==> config.mk <==
export PLATFORM = sky130hd
export DESIGN_NAME = fp16_div_iter
export DESIGN_NICKNAME = d
export VERILOG_FILES = /design/src/rtl/fp16_pkg.sv /design/src/rtl/fp16_lzc11.sv /design/src/rtl/fp16_div_iter.sv
export SDC_FILE = /design/constraint.sdc
export NUM_CORES = 1
export LEC_CHECK = 0
export BUFFER_PORTS_ARGS = -buffer_cell sky130_fd_sc_hd__clkbuf_2
export CAP_MARGIN = 20
export CORE_ASPECT_RATIO = 2
export CORE_MARGIN = 2
export CORE_UTILIZATION = 50
export CTS_CLUSTER_SIZE = 14
export DETAILED_ROUTE_END_ITERATION = 6
export HOLD_SLACK_MARGIN = 0.1
export PLACE_DENSITY = 0.72
export SLEW_MARGIN = 10
export SYNTH_ARGS = -nofsm -noshare
export SYNTH_HDL_FRONTEND = slang
export SYNTH_SLANG_ARGS = --single-unit
export TNS_END_PERCENT = 50
==> constraint.sdc <==
create_clock -name CLK -period 6.7 [get_ports CLK]
set_input_delay 0.67 -clock CLK [delete_from_list [all_inputs] [get_ports CLK]]
set_output_delay 0.67 -clock CLK [all_outputs]
set_load 0.02 [all_outputs]
==> src/rtl/fp16_pkg.sv <==
// Shared FP16 definitions for the divider and multiplier datapaths.
package fp16_pkg;

  localparam int FP_EXP_BIAS = 15;
  localparam int FP_EXP_W    = 5;
  localparam int FP_FRAC_W   = 10;
  localparam logic [14:0] FP_SAT_MAG = 15'h7FFF;

  typedef enum logic [1:0] {IDLE, DIV, RND, DONE} div_state_t;

  typedef struct packed {
    logic                 hidden;
    logic [FP_FRAC_W-1:0] frac;
    logic [FP_EXP_W-1:0]  eff_exp;
  } fp_unpacked_t;

  // Subnormals take exponent 1 so their weight lines up with the smallest normal.
  function automatic fp_unpacked_t fp_unpack(input logic [15:0] x);
    fp_unpacked_t u;
    u.hidden  = (x[14:10] != '0);
    u.frac    = x[9:0];
    u.eff_exp = u.hidden ? x[14:10] : 5'd1;
    return u;
  endfunction

endpackage

==> src/rtl/fp16_lzc11.sv <==
// Leading-zero count of an 11-bit mantissa; returns 11 for an all-zero input.
module fp16_lzc11 (
  input  logic [10:0] m,
  output logic [3:0]  lz
);

  always_comb begin
    lz = 4'd11;
    for (int i = 0; i < 11; i++) begin
      if (m[i]) lz = 4'(10 - i);
    end
  end

endmodule

==> src/rtl/fp16_div_iter.sv <==
// Iterative FP16 divider: radix-2 restoring quotient, one bit per cycle, RNE rounding.
//  state | meaning
//  IDLE  | waiting for operands, in_ready=1
//  DIV   | producing one quotient bit per cycle
//  RND   | normalise, denormalise, round, resolve specials
//  DONE  | result held until out_ready
module fp16_div_iter
  import fp16_pkg::*;
#(
  parameter int Q_BITS = 14
) (
  input  logic        CLK,
  input  logic        RST,
  input  logic        in_valid,
  output logic        in_ready,
  input  logic [15:0] a,
  input  logic [15:0] b,
  output logic        out_valid,
  input  logic        out_ready,
  output logic [15:0] out,
  output logic        overflow,
  output logic        sub,
  output logic        dz
);

  localparam int CNT_W = $clog2(Q_BITS);
  localparam int X_W   = Q_BITS + 1;

  div_state_t state, state_nxt;

  logic [CNT_W-1:0]  cnt;
  logic              sign_r, a_zero, b_zero;
  logic [10:0]       mb_r;
  logic [11:0]       rem;
  logic [Q_BITS-1:0] q;
  logic signed [6:0] exp_r;

  fp_unpacked_t ua, ub;
  logic [10:0]  ma_raw, mb_raw, ma_norm, mb_norm;
  logic [3:0]   lza, lzb;
  logic [6:0]   exp_acc;

  assign ua      = fp_unpack(a);
  assign ub      = fp_unpack(b);
  assign ma_raw  = {ua.hidden, ua.frac};
  assign mb_raw  = {ub.hidden, ub.frac};
  assign ma_norm = ma_raw << lza;
  assign mb_norm = mb_raw << lzb;
  assign exp_acc = {2'b0, ua.eff_exp} - {2'b0, ub.eff_exp} + 7'(FP_EXP_BIAS)
                 - {3'b0, lza} + {3'b0, lzb};

  fp16_lzc11 u_lzc_a (.m(ma_raw), .lz(lza));
  fp16_lzc11 u_lzc_b (.m(mb_raw), .lz(lzb));

  // Compare before doubling so the first bit is the integer bit of ma/mb.
  logic        rem_ge;
  logic [11:0] rem_sub;
  assign rem_ge  = (rem >= {1'b0, mb_r});
  assign rem_sub = rem_ge ? (rem - {1'b0, mb_r}) : rem;

  logic [Q_BITS-1:0] q_n;
  logic signed [6:0] e_n;
  logic [X_W-1:0]    x, shifted;
  logic [6:0]        shamt;
  logic              lost, guard, rs, inc, sat;
  logic [4:0]        exp_base;
  logic [14:0]       res15;

  always_comb begin
    q_n   = q[Q_BITS-1] ? q : {q[Q_BITS-2:0], 1'b0};
    e_n   = q[Q_BITS-1] ? exp_r : (exp_r - 7'sd1);
    x     = {q_n, |rem};
    shamt = (e_n > 7'sd0) ? 7'd0 : 7'(7'sd1 - e_n);
    shifted = x >> shamt;
    lost  = (x != (shifted << shamt));
    guard = shifted[Q_BITS-11];
    rs    = (|shifted[Q_BITS-12:0]) | lost;
    inc   = guard & (rs | shifted[Q_BITS-10]);
    // Hidden bit still in place means a normal result; otherwise exponent field is 0.
    exp_base = shifted[Q_BITS] ? e_n[4:0] : 5'd0;
    res15 = {exp_base, shifted[Q_BITS-1 -: 10]} + 15'(inc);
    sat   = (e_n > 7'sd30) || (res15[14:10] == 5'h1F);
  end

  always_ff @(posedge CLK) begin
    if (RST) state <= IDLE;
    else     state <= state_nxt;
  end

  always_comb begin
    state_nxt = state;
    case (state)
      IDLE: if (in_valid)     state_nxt = DIV;
      DIV:  if (cnt == '0)    state_nxt = RND;
      RND:                    state_nxt = DONE;
      DONE: if (out_ready)    state_nxt = IDLE;
      default:                state_nxt = IDLE;
    endcase
  end

  assign in_ready  = (state == IDLE);
  assign out_valid = (state == DONE);

  always_ff @(posedge CLK) begin
    if (RST) begin
      out      <= '0;
      overflow <= 1'b0;
      sub      <= 1'b0;
      dz       <= 1'b0;
      cnt      <= '0;
      sign_r   <= 1'b0;
      a_zero   <= 1'b0;
      b_zero   <= 1'b0;
      mb_r     <= '0;
      rem      <= '0;
      q        <= '0;
      exp_r    <= '0;
    end else begin
      case (state)
        IDLE: if (in_valid) begin
          sign_r <= a[15] ^ b[15];
          a_zero <= (ma_raw == '0);
          b_zero <= (mb_raw == '0);
          mb_r   <= mb_norm;
          rem    <= {1'b0, ma_norm};
          exp_r  <= exp_acc;
          cnt    <= CNT_W'(Q_BITS - 1);
        end
        DIV: begin
          rem <= rem_sub << 1;
          q   <= {q[Q_BITS-2:0], rem_ge};
          cnt <= cnt - 1'b1;
        end
        RND: begin
          if (b_zero) begin
            out <= {sign_r, FP_SAT_MAG}; overflow <= 1'b1; sub <= 1'b0; dz <= 1'b1;
          end else if (a_zero) begin
            out <= {sign_r, 15'h0};      overflow <= 1'b0; sub <= 1'b1; dz <= 1'b0;
          end else if (sat) begin
            out <= {sign_r, FP_SAT_MAG}; overflow <= 1'b1; sub <= 1'b0; dz <= 1'b0;
          end else begin
            out      <= {sign_r, res15};
            overflow <= 1'b0;
            sub      <= (res15[14:10] == 5'h00);
            dz       <= 1'b0;
          end
        end
        default: ;
      endcase
    end
  end

endmodule
== Word-level counts from Yosys, hierarchy flattened ==
Index checks and enable logic that the tools add are counted.

* $add $sub $neg: 9
* Magnitude comparators: 3
* Eq/ne operators: 8
* Shifts and indexed selects: 4
* Multiplexer cells: 47
* Bitwise gates (word level): 4
* Reductions and logical operators: 14

{| class="wikitable"
|+ Operators by type and width
! operator !! number
|-
| $mux W4 || 17
|-
| $mux W15 || 3
|-
| $pmux W12 S2 || 1
|-
| $logic_not A11 Y1 || 2
|-
| $shl A11 B4 Y11 || 2
|-
| $add A15 B1 Y15 || 1
|-
| $mux W5 || 3
|-
| $ne A15 B15 Y1 || 1
|-
| $shl A15 B7 Y15 || 1
|-
| $shr A15 B7 Y15 || 1
|-
| $mux W14 || 1
|-
| $mux W2 || 7
|-
| $mux W7 || 2
|-
| $ge A12 B11 Y1 || 1
|-
| $mux W12 || 1
|-
| $reduce_or A12 Y1 || 1
|-
| $mux W11 || 1
|-
| $sub A11 B11 Y11 || 1
|-
| $reduce_bool A5 Y1 || 2
|-
| $mux W1 || 9
|-
| $pmux W2 S4 || 1
|-
| $pmux W4 S2 || 1
|-
| $add A6 B5 Y7 const B || 1
|-
| $add A7 B4 Y7 || 1
|-
| 23 further kinds || 27
|}

* Bits in registers: 72
* Input port bits: 36
* Word-level logic and storage cells: 102

== Logic depth before layout (Yosys ltp) ==
* Depth in word-level cells: 16
* Depth in mapped cells: 27
* Mapped depth without buffers: 23

== Hierarchy ==
A second synthesis with hierarchy kept.

* Cells, all modules: 1,073
* Area total of the unflattened synthesis: 7,906.3 um^2

{| class="wikitable"
|+ Modules (own cells, without submodules)
! module !! times used !! cells an instance !! area each (um^2)
|-
| fp16_div_iter || 1 || 1,039 || 7,686.1
|-
| fp16_lzc11 || 2 || 17 || 110.1
|}

== Worst setup path before layout ==
OpenSTA, ideal clock, no wires.

* Path type: register to register
* Start point: register q[13]
* End point: register out[10]
* Library setup time: 70 ps
* Data arrival time: 5,586 ps
* Slack: 1,044 ps
* Cell stages (with the launch flop): 24
* Path buffers: 6
* Clock period less this slack: 5,656 ps
* Cell sequence: dfxtp_1 > buf_2 > buf_2 > buf_1 > clkbuf_1 > nand2b_1 > xor2_1 > ha_1 > clkbuf_1 > nor2b_1 > mux2i_1 > o211ai_2 > nand3_1 > a211oi_1 > a221oi_4 > o2111ai_2 > and2_4 > nand2_2 > nor4_1 > xnor2_1 > nand3_1 > o41a_4 > buf_6 > a21oi_2

* Word-level cells in the longest chain between the ends: 15
* Elaborated cells on any way between the ends: 20
* Classes of those cells: add/sub: 2; order compare: 2; eq/ne: 2; shift: 2; mux: 7; bitwise: 3; reduce/logical: 2

{| class="wikitable"
|+ RTL lines
! what !! RTL line !! source
|-
| start, declared || fp16_div_iter.sv:35 || <nowiki>logic [Q_BITS-1:0] q;</nowiki>
|-
| start signal, assigned || fp16_div_iter.sv:131 || <nowiki>q <= {q[Q_BITS-2:0], rem_ge};</nowiki>
|-
| $mux W7 || fp16_div_iter.sv:71 || <nowiki>e_n = q[Q_BITS-1] ? exp_r : (exp_r - 7'sd1);</nowiki>
|-
| $sub A2 B7 Y7 / $gt A7 B1 Y1 (equally long branches) || fp16_div_iter.sv:73 || <nowiki>shamt = (e_n > 7'sd0) ? 7'd0 : 7'(7'sd1 - e_n);</nowiki>
|-
| $mux W7 || fp16_div_iter.sv:73 ||
|-
| $shr A15 B7 Y15 || fp16_div_iter.sv:74 || <nowiki>shifted = x >> shamt;</nowiki>
|-
| $shl A15 B7 Y15 || fp16_div_iter.sv:75 || <nowiki>lost = (x != (shifted << shamt));</nowiki>
|-
| $ne A15 B15 Y1 || fp16_div_iter.sv:75 ||
|-
| $or A1 B1 Y1 || fp16_div_iter.sv:77 || <nowiki>rs = (|shifted[Q_BITS-12:0]) | lost;</nowiki>
|-
| $or A1 B1 Y1 || fp16_div_iter.sv:78 || <nowiki>inc = guard & (rs | shifted[Q_BITS-10]);</nowiki>
|-
| $and A1 B1 Y1 || fp16_div_iter.sv:78 ||
|-
| $add A15 B1 Y15 || fp16_div_iter.sv:81 || <nowiki>res15 = {exp_base, shifted[Q_BITS-1 -: 10]} + 15'(inc);</nowiki>
|-
| $eq A5 B5 Y1 || fp16_div_iter.sv:82 || <nowiki>sat = (e_n > 7'sd30) || (res15[14:10] == 5'h1F);</nowiki>
|-
| $logic_or A1 B1 Y1 || fp16_div_iter.sv:82 ||
|-
| $mux W15 (*) || fp16_div_iter.sv:139 || <nowiki>end else if (sat) begin</nowiki>
|-
| $mux W15 (*) || fp16_div_iter.sv:137 || <nowiki>end else if (a_zero) begin</nowiki>
|-
| $mux W15 (*) || fp16_div_iter.sv:135 || <nowiki>if (b_zero) begin</nowiki>
|-
| end signal, assigned || fp16_div_iter.sv:142 || <nowiki>out <= {sign_r, res15};</nowiki>
|-
| end, declared || fp16_div_iter.sv:20 || <nowiki>output logic [15:0] out,</nowiki>
|}

Mark *: on every way between the ends. The rest lies on a longest branch, timed or not.
A chain may end at the register's enable or synchronous reset.

== Final worst setup path ==
* Start point: register exp_r[1]
* End point: register out[1]

* Word-level cells in the longest chain between the ends: 16
* Elaborated cells on any way between the ends: 20
* Classes of those cells: add/sub: 3; order compare: 2; eq/ne: 2; shift: 2; mux: 6; bitwise: 3; reduce/logical: 2

{| class="wikitable"
|+ RTL lines
! what !! RTL line !! source
|-
| start, declared || fp16_div_iter.sv:36 || <nowiki>logic signed [6:0] exp_r;</nowiki>
|-
| start signal, assigned || fp16_div_iter.sv:126 || <nowiki>exp_r <= exp_acc;</nowiki>
|-
| $sub A7 B2 Y7 || fp16_div_iter.sv:71 ||
|-
| $mux W7 (*) || fp16_div_iter.sv:71 ||
|-
| $sub A2 B7 Y7 / $gt A7 B1 Y1 (equally long branches) || fp16_div_iter.sv:73 ||
|-
| $mux W7 || fp16_div_iter.sv:73 ||
|-
| $shr A15 B7 Y15 || fp16_div_iter.sv:74 ||
|-
| $shl A15 B7 Y15 || fp16_div_iter.sv:75 ||
|-
| $ne A15 B15 Y1 || fp16_div_iter.sv:75 ||
|-
| $or A1 B1 Y1 || fp16_div_iter.sv:77 ||
|-
| $or A1 B1 Y1 || fp16_div_iter.sv:78 ||
|-
| $and A1 B1 Y1 || fp16_div_iter.sv:78 ||
|-
| $add A15 B1 Y15 || fp16_div_iter.sv:81 ||
|-
| $eq A5 B5 Y1 || fp16_div_iter.sv:82 ||
|-
| $logic_or A1 B1 Y1 || fp16_div_iter.sv:82 ||
|-
| $mux W15 (*) || fp16_div_iter.sv:139 ||
|-
| $mux W15 (*) || fp16_div_iter.sv:137 ||
|-
| $mux W15 (*) || fp16_div_iter.sv:135 ||
|}

Marks and branches as above.

==> Implementation_results.wiki <==
{| class="wikitable"
! Metric !! Value
|-
| Netlist Area Pre-Place || 7940 um2
|-
| Clock Tree Buf Depth || 2
|-
| Number of buffers inserted during clock tree synthesis || 9
|-
| Static Leak || 3.469 nW
|-
| Resized Gates After CTS || 0
|-
| Fraction of final layout cells sized beyond drive strength 1 || 0.1735
|-
| MaxCap Viol Count || 0
|-
| Number of hold-slack violations in the final timing report || 0
|-
| Data required, critical path || 6.98 ns
|-
| TritonCTS clock tree || yes
|-
| Power per cell area || 561.9 nW/um2
|-
| Most frequent cell on the critical path || sky130_fd_sc_hd__ha_1
|-
| Number of enable flip-flop cells after synthesis || 0
|-
| Status || finished with violations
|-
| Hold Path Origin || dz
|-
| Critical-path maximum fanout || 13
|-
| Final number of max-transition violations || 0
|-
| Top delay family on crit path || compound AO/OA/AOI/OAI gates
|-
| Part of the Yosys area used for sequential elements || 0.1815
|-
| Max Clk Rate || 0.1498 GHz
|-
| Sequential cell fraction of total power || 0.132
|-
| Fraction of post-synthesis cell area in the top cell type by area || 0.1815
|-
| Origin of the critical flop-to-flop path || exp_r[1]
|-
| Accumulated negative setup slack || 0 ns
|-
| Effective utilization at floorplan || 0.5059
|-
| Cell with the largest stage delay on the worst path || sky130_fd_sc_hd__nor4_1
|-
| Class of the tightest hold or removal check || reg2reg
|-
| Internal power || 2.054 mW
|-
| Via density per instance || 6.836
|-
| Logic depth of the worst setup path including buffers || 19
|-
| Setup repair after global routing missed its margin || false
|-
| Number of hold-repair buffers added at the cts stage || 0
|-
| Portion of the clock cycle consumed by the worst path in the final layout || 0.9966
|-
| Cell at the root of the clock tree || sky130_fd_sc_hd__clkbuf_16
|-
| Main flop type after synthesis || sky130_fd_sc_hd__dfxtp_1
|-
| Number of cells produced by synthesis || 1054
|-
| Core Region || 15700 um2
|-
| Cell taking the most area after synthesis || sky130_fd_sc_hd__dfxtp_1
|-
| Most common cell in the synthesized netlist || sky130_fd_sc_hd__nor2_1
|-
| Final critical path time including I/O delays and setup || 6.677 ns
|-
| Critical-path cell list || inv_1, ha_1, nand2b_1, xor2_1, ha_1, nor2b_1, mux2i_1, o211ai_2, nand3_1, a211oi_1, a221oi_4, o2111ai_2, and2_4, nand2_2, nor4_1, xnor2_1, nand2_1, o41a_4, a21oi_1
|-
| Number of iterations in the first detailed-routing pass || 7
|-
| Number of antenna violations at the first check in global routing || 1
|-
| Overflow left after global routing || 0
|-
| Largest stage delay on the critical path || 0.74 ns
|-
| Setup Buffers After CTS || 0
|-
| Endpoint of the worst-slack reg-to-reg timing path || out[1]
|-
| CP startpoint kind || flip-flop
|-
| Worst Path Arrival || 6.95 ns
|-
| Count of state elements after synthesis || 72
|-
| Post-Synthesis Net Count || 1126
|-
| Part of the total power dissipated in combinational logic || 0.762
|-
| Iter 0 DRT Violations || 721
|-
| Signed area change from the synthesized netlist to the final layout || 11.31%
|-
| Mean instance size in the synthesized netlist || 7.533 um2
|-
| Worst relative slew slack || 0.1889
|-
| Largest clock skew in the final design || 0.01006 ns
|-
| Antenna Nets Post-Route || 0
|-
| Buffers added on ports || 56
|-
| Largest vdd supply drop || 281.6 uV
|-
| Transition time at the pin with the least slew margin || 1.217 ns
|-
| Floorplan die width || 93.11 um
|-
| Share of flip-flops with an asynchronous set or reset after synthesis || 0
|-
| Fraction of power spent switching nets || 0.5864
|-
| Final setup violation count || 0
|-
| Buffers & Inverters on Critical Path || 1
|-
| Depth of the worst hold-timing path || 2
|-
| Clock network latency to the later pin of the worst-skew pair || 0.35 ns
|-
| Routed WL || 34280 um
|-
| Routability-driven placement congestion ratio || 1.092
|-
| Synth warn || 0
|-
| Routed wirelength normalized by instance count || 26.31 um
|-
| Setup crit end kind || flip-flop
|-
| Area enclosed by the die boundary || 16970 um2
|-
| Count of clock tree sinks || 72
|-
| Total routing usage reported by global routing || 0.4133
|-
| Clk network pwr share || 0.106
|-
| Wire length of the first global-routing pass || 52160 um
|-
| Clock-pin slew on the worst setup and hold paths || 0.06 ns
|-
| Commonest cells post-synth || 128 x sky130_fd_sc_hd__nor2_1, 96 x sky130_fd_sc_hd__nand2_1, 74 x sky130_fd_sc_hd__a21oi_1
|-
| Switching pwr || 2.912 mW
|-
| FP Rows || 65
|-
| Number of fill cells || 1561
|-
| Vias after detailed routing || 8907
|-
| Die Height || 182.2 um
|-
| Number of cell instances on the worst register-to-register path || 19
|-
| Vias in the first global route || 8872
|-
| Largest net degree at the start of global routing || 73
|-
| Type of the worst setup path || reg2reg
|-
| Number of DRC violations after detailed routing || 1
|-
| Deepest level of the CTS H-tree || 3
|-
| Capture endpoint of the worst hold path || dz
|-
| Most area-consuming cells after synthesis || sky130_fd_sc_hd__dfxtp_1 18%, sky130_fd_sc_hd__nor2_1 6.1%, sky130_fd_sc_hd__mux2i_1 5.9%
|-
| Number of nets in the layout || 1168
|-
| I/O pin cnt || 57
|-
| R2r setup slk || 0.02 ns
|-
| Violated checks || DRC
|-
| Final worst hold slack || 0.4676 ns
|-
| Detailed Place HPWL || 26510 um
|-
| Distinct cell type count after synthesis || 107
|}
==> metal layers <==
metal / vias up / global-route usage / part of all wire
li1: 4008 / - / -
met1: 4202 / 0.3619 / 0.30
met2: 457 / 0.7272 / 0.51
met3: 240 / 0.1148 / 0.069
met4: 0 / 0.3941 / 0.12
met5: - / 0.01852 / 0
==> cell type report <==
| class | count | area, um2 | share of cell area |
|---|---|---|---|
| Antenna cell | 1 | 2.502 | 0.0002831 |
| Clock buffer | 10 | 229.0 | 0.02591 |
| Clock inverter | 6 | 92.59 | 0.01048 |
| Inverter | 57 | 214.0 | 0.02421 |
| Multi-Input combinational cell | 857 | 6003 | 0.6792 |
| Sequential cell | 72 | 1443 | 0.1632 |
| Tap cell | 201 | 251.5 | 0.02845 |
| Timing Repair Buffer | 99 | 603.1 | 0.06823 |
==> cell usage in the layout (no fill, tap or decap), types with 8 or more instances in the layout <==
cell and instances:
sky130_fd_sc_hd__nor2_1 128, sky130_fd_sc_hd__nand2_1 96, sky130_fd_sc_hd__a21oi_1 74, sky130_fd_sc_hd__dfxtp_1 71, sky130_fd_sc_hd__inv_1 57, sky130_fd_sc_hd__clkbuf_2 56, sky130_fd_sc_hd__mux2i_1 47, sky130_fd_sc_hd__o21ai_0 43
sky130_fd_sc_hd__buf_4 42, sky130_fd_sc_hd__nor3_1 34, sky130_fd_sc_hd__a211oi_1 33, sky130_fd_sc_hd__ha_1 29, sky130_fd_sc_hd__nand3_1 27, sky130_fd_sc_hd__xnor2_1 19, sky130_fd_sc_hd__a22oi_1 16, sky130_fd_sc_hd__a221oi_1 14
sky130_fd_sc_hd__nor4_1 13, sky130_fd_sc_hd__a21o_1 13, sky130_fd_sc_hd__a31oi_1 13, sky130_fd_sc_hd__nand2b_1 12, sky130_fd_sc_hd__a21oi_2 12, sky130_fd_sc_hd__o211ai_1 10, sky130_fd_sc_hd__a32oi_1 10, sky130_fd_sc_hd__nand4_1 9
sky130_fd_sc_hd__o31ai_1 9, sky130_fd_sc_hd__nor2b_1 9, sky130_fd_sc_hd__xor2_1 9, sky130_fd_sc_hd__clkbuf_16 9, sky130_fd_sc_hd__and2_1 8, sky130_fd_sc_hd__mux2_2 8
==> state kept, by name, summed over array words and instances (netlist names), 2 cells and up <==
name	flops
cnt	4
exp_r	7
mb_r	11
out	16
q	14
rem	12
state	2
==> stage by stage <==
stage                       util  instance area (um2)  cells  power [mW]  setup WS, ns
after floorplan                -                 7940   1054       3.030         1.044
after global placement    0.5415                 8499   1284       4.219        0.4540
after detailed placement  0.5415                 8499   1284       4.198        0.3935
after CTS                 0.5620                 8821   1300       4.742        0.3820
after global routing      0.5631                 8838   1303       5.189      0.001920
final                     0.5631                 8838   1303       4.966       0.02288
==> power groups by stage <==
stage                     clock network [mW]  registers [mW]  logic, mW
after floorplan                            0           0.647       2.38
after global placement                     0           0.658       3.56
after detailed placement                   0           0.660       3.54
after CTS                              0.533           0.651       3.56
after global routing                   0.552           0.666       3.97
final                                  0.528           0.654       3.78
==> how the worst max path moves through the flow <==
stage               startpoint  slack, ns      end
floorplan                q[13]       1.04  out[10]
global placement      exp_r[1]       0.45   out[0]
detailed placement    exp_r[1]       0.39   out[0]
CTS                   exp_r[1]       0.38   out[0]
global route          exp_r[1]      0.002   out[1]
finish                exp_r[1]       0.02   out[1]
==> kinds of logic (layout without fill, tap and decap cells) <==
logic type / after synthesis / count (layout) / synth area share
muxes: 58 / 58 / 0.07769
AOI/OAI and AO/OA: 347 / 347 / 0.3331
and+or+nand+nor: 384 / 384 / 0.2395
adders and majority gates: 36 / 36 / 0.06335
other: 0 / 1 / 0
DFF: 72 / 72 / 0.1815
buffers and inverters: 125 / 172 / 0.06587
xor gates and xnor gates: 32 / 32 / 0.03892
==> worst register-to-register path, delay by kind of cell, from the launching register on <==
family	cells	cell delay [ns]
DFF	1	0.51
adders and majority gates	2	0.55
muxes	1	0.15
xor gates and xnor gates	2	0.94
AOI/OAI and AO/OA	6	2.48
buffers and inverters	1	0.08
and+or+nand+nor	7	1.91
Power figures use the tool's default switching activity.
